[src/rtl/ram_pkg.sv]
// Shared constants and word type for the 64x8 scratch RAM.
package ram_pkg;
   localparam int RAM_DATA_WIDTH = 8;
   localparam int RAM_ADDR_WIDTH = 6;
   localparam int RAM_DEPTH      = 2 ** RAM_ADDR_WIDTH;

   typedef logic [RAM_DATA_WIDTH-1:0] ram_word_t;
endpackage

[src/rtl/ram_64x8.sv]
// 64x8 single-port flop-based RAM with registered, write-first read and async clear.
module ram_64x8
   import ram_pkg::*;
#(
   parameter int DATA_WIDTH = RAM_DATA_WIDTH,
   parameter int ADDR_WIDTH = RAM_ADDR_WIDTH
) (
   input  logic                  clk,
   input  logic                  rst,
   input  logic [DATA_WIDTH-1:0] data_in,
   input  logic [ADDR_WIDTH-1:0] ram_address,
   input  logic                  write_enable,
   output logic [DATA_WIDTH-1:0] data_out
);

   localparam int DEPTH = 2 ** ADDR_WIDTH;

   logic [DATA_WIDTH-1:0] mem_q [DEPTH];
   logic [DATA_WIDTH-1:0] data_out_q;
   logic [DATA_WIDTH-1:0] data_out_d;

   // Write-first: a write to the read address forwards the incoming byte.
   always_comb begin
      data_out_d = mem_q[ram_address];
      if (write_enable) begin
         data_out_d = data_in;
      end
   end

   always_ff @(posedge clk or posedge rst) begin
      if (rst) begin
         for (int i = 0; i < DEPTH; i++) begin
            mem_q[i] <= '0;
         end
         data_out_q <= '0;
      end else begin
         if (write_enable) begin
            mem_q[ram_address] <= data_in;
         end
         data_out_q <= data_out_d;
      end
   end

   assign data_out = data_out_q;

endmodule

[config.mk]
export PLATFORM = sky130hd
export DESIGN_NAME = ram_64x8
export DESIGN_NICKNAME = d
export VERILOG_FILES = /design/src/rtl/ram_pkg.sv /design/src/rtl/ram_64x8.sv
export SDC_FILE = /design/constraint.sdc
export NUM_CORES = 1
export LEC_CHECK = 0
export ABC_CLOCK_PERIOD_IN_PS = 63100
export CAP_MARGIN = 20
export CELL_PAD_IN_SITES_DETAIL_PLACEMENT = 0
export CELL_PAD_IN_SITES_GLOBAL_PLACEMENT = 2
export CORE_ASPECT_RATIO = 0.6
export CORE_MARGIN = 2
export CORE_UTILIZATION = 30
export CTS_CLUSTER_DIAMETER = 80
export DETAILED_ROUTE_END_ITERATION = 6
export PLACE_DENSITY = 0.58
export RECOVER_POWER = 100
export SLEW_MARGIN = 20
export SYNTH_ARGS = -nofsm -noshare
export SYNTH_HDL_FRONTEND = slang
export SYNTH_SLANG_ARGS = --single-unit
[constraint.sdc]
create_clock -name clk -period 63.1 [get_ports clk]
set_input_delay 18.93 -clock clk [delete_from_list [all_inputs] [get_ports clk]]
set_output_delay 18.93 -clock clk [all_outputs]
set_load 0.03 [all_outputs]
==> flow_summary.yaml <==
global_route:
  grt_first_pass_wirelength_um: 119000
  first_global_vias: 15900
  antenna_found_initial: 6
  gr-total-overflow: 0
  largest_net_degree_at_the_start_of_global_routing: 114
  grt.total_usage: 0.198
run_status:
  outcome: "finished, violations left"
  violations: "max-capacitance violations, max-slew violations"
power:
  p_sw_frac: 0.269
  share_clk_of_total_power: 0.382
  cellLeakagePower_uw: 0.0119
  net-switching-power_uw: 223
  cellInternalPower_uw: 604
  pwr-share-comb: 0.134
  power_density_nw_per_um2: 31.1
  power.sequential.fraction: 0.484
  vdd.ir_drop.worst_mv: 0.0177
worst_setup_path:
  cp_max_fo: 113
  cp.buffers_inverters: 5
  worstPathArrival_ps: 30870
  worst-endpoint-required_ps: 62940
  timing.critical_path.slowest_stage_cell: "sky130_fd_sc_hd__clkbuf_1"
  path_class: "input port to asynchronous set/reset pin"
  critPathLaunchType: "input port"
  slowest_delay_ps: 3080
  path_common_cell: "sky130_fd_sc_hd__clkbuf_1"
  crit_path_end_kind: "asynchronous set/reset pin"
  cp_top_family: "buffers and inverters"
  critical_path.cell_chain: "dlygate4sd3_1 -> clkinvlp_2 -> clkbuf_1 -> clkbuf_1 -> clkbuf_1"
floorplan:
  start_util: 0.303
  core_um2: 79500
  die_h_um: 223
  chipWidth_um: 370
  design.portCount: 25
  number_of_cell_rows: 80
  die_area_um2: 82600
placement:
  hpwlAfterDp_um: 50700
  port_buffers: 24
  gpl.final_weighted_congestion: 0.786
  place_inst: 2815
  postPlaceCellArea_um2: 25100
layout:
  layout_commonest_cell: "sky130_fd_sc_hd__dfrtp_1"
  finish.cell_count_without_fillers: 2911
  net_total_in_the_final_layout: 1820
  multi_input_comb_area_um2: 10100
  drive_above_1_share: 0.340
  finalInstanceArea_um2: 26600
  sequential_cell_area_um2: 13000
  final_core_density: 0.334
  area_growth_pct: 10.4
  fill_cells: 7934
  final_cell_mix: "520 x sky130_fd_sc_hd__dfrtp_1, 478 x sky130_fd_sc_hd__mux2_2, 101 x sky130_fd_sc_hd__nand2_1, 96 x sky130_fd_sc_hd__mux2i_1, 94 x sky130_fd_sc_hd__o21ai_0"
synth:
  synthArstFlopShare: 1.00
  ys_ff_latch: 520
  seq_area_frac_synth: 0.541
  synth_fp_nets: 1854
  synth_cells: 1837
  synth_edf_count: 0
  synth_cell_type_count: 59
  mapped_cell_area_um2: 24100
  ys_warn_count: 0
  syn_area_per_cell_um2: 13.1
  yosys_most_used_dff: "sky130_fd_sc_hd__dfrtp_1"
timing:
  max_slew_violation_count: 721
  worst_hold_slack_ps: 480
  maxSlewHeadroom: -2.53
  finalHoldViolations: 0
  final_period_minus_worst_setup_slack_ps: 31030
  worst-slew-pin-transition_ps: 5260
  fin_skew_ps: 22.8
  setup_viol: 0
  grt_setup_unrepaired: "no"
  fmax_mhz: 32.2
  post_route_clock_period_utilization: 0.492
  final.setup.tns_ps: 0
detailed_routing:
  drt_pre_antenna_iters: 5
  drt-total-wl_um: 81300
  antenna_violating_nets_remaining: 0
  dr_total_vias: 15700
  viasPerCell: 5.40
  drc: 0
  route.detailed.wl_per_inst_um: 27.9
  first_iteration_detailed_routing_drc_count: 1198
clock_network:
  clock_sinks: 520
  cts_h_tree_depth: 2
  clock-root-buffer: "sky130_fd_sc_hd__clkbuf_16"
  tritoncts: "done"
  postCtsSetupBuffers: 0
  clk_transition_reported_paths_ps: 60
  post_cts.resized_instances: 0
  cts_buffer_depth: 3
  cts_inserted_buffers: 52
  worstSkewPairLatency_ps: 630
  cts_hold_repair.buffers: 0
min_path:
  timing.hold.worst.class: "flip-flop to flip-flop"
job:
  maxCapViolCount: 13
==> worst reg2reg max path, cell delays in order, from the launching register on <==
cell and delay, ps:
sky130_fd_sc_hd__dfrtp_1 380, sky130_fd_sc_hd__mux2_2 280, sky130_fd_sc_hd__a221oi_1 430, sky130_fd_sc_hd__o22ai_1 200
sky130_fd_sc_hd__nand2_1 290, sky130_fd_sc_hd__o21ai_1 190, sky130_fd_sc_hd__o32a_1 400
==> power groups by stage <==
stage | sequential, µW | combinational, µW | clock [µW]
CTS | 400 | 113 | 326
floorplan | 400 | 78.4 | 0
detailed placement | 406 | 113 | 0
finish | 400 | 111 | 316
global placement | 404 | 110 | 0
global route | 406 | 120 | 341
==> synthesized netlist by cell type, drive strengths merged, types with 6 or more instances <==
library cell,instances,area share
o211ai,10,0.0031
a21oi,43,0.0089
a22o,26,0.0095
mux2i,96,0.040
a221oi,52,0.021
dfrtp,520,0.54
buf,74,0.019
o21ai,97,0.020
nand2,101,0.017
o22ai,45,0.012
a22oi,70,0.022
a31oi,6,0.0016
nand3,14,0.0045
mux2,494,0.23
nor2,43,0.014
clkbuf,71,0.011
==> area by class of cell <==
cell class | count | share of cell area
clock inverters | 13 | 0.00377
diodes | 3 | 0.000283
well taps | 1066 | 0.0502
inverters | 6 | 0.000989
clock buffers | 80 | 0.0602
multi-input cells | 1166 | 0.379
repair buffers | 57 | 0.0153
flip-flops and latches | 520 | 0.490
==> stage by stage <==
step | total power, µW | worst slack, ps
after floorplan | 478 | 29640
after global placement | 515 | 40240
after detailed placement | 519 | 40140
after CTS | 839 | 40820
after global routing | 867 | 29480
final | 827 | 32070
==> path summary, 6_finish.rpt <==
path,from,end,slack [ps],cells past startpoint
setup / recovery,rst,mem_q[113],32070,5
hold / removal,mem_q[282],mem_q[282],480,2
setup reg to reg,mem_q[480],data_out[0],60810,6
hold reg to reg,mem_q[282],mem_q[282],480,2
max in group clk,ram_address[0],mem_q[210],36260,5
min in group asynchronous,rst,mem_q[217],20410,2
==> flip-flops by register name, indices dropped and copies added, names as in the netlist <==
signal,cells
mem_q,512
data_out,8
==> layer usage <==
layer | track usage | up-vias | part of all wire
met5 | 0 | - | 0.00023
met4 | 0.0410 | 2 | 0.018
met3 | 0.0585 | 103 | 0.075
met2 | 0.258 | 419 | 0.39
met1 | 0.315 | 8426 | 0.51
li1 | - | 6761 | -
==> cells by family after synthesis <==
kind of cell / Yosys count / synth area share
flops: 520 / 0.541
mux: 592 / 0.274
compound gates: 377 / 0.108
simple gates: 197 / 0.0466
buf+inv: 151 / 0.0308
(Power assumes the default switching activity.)
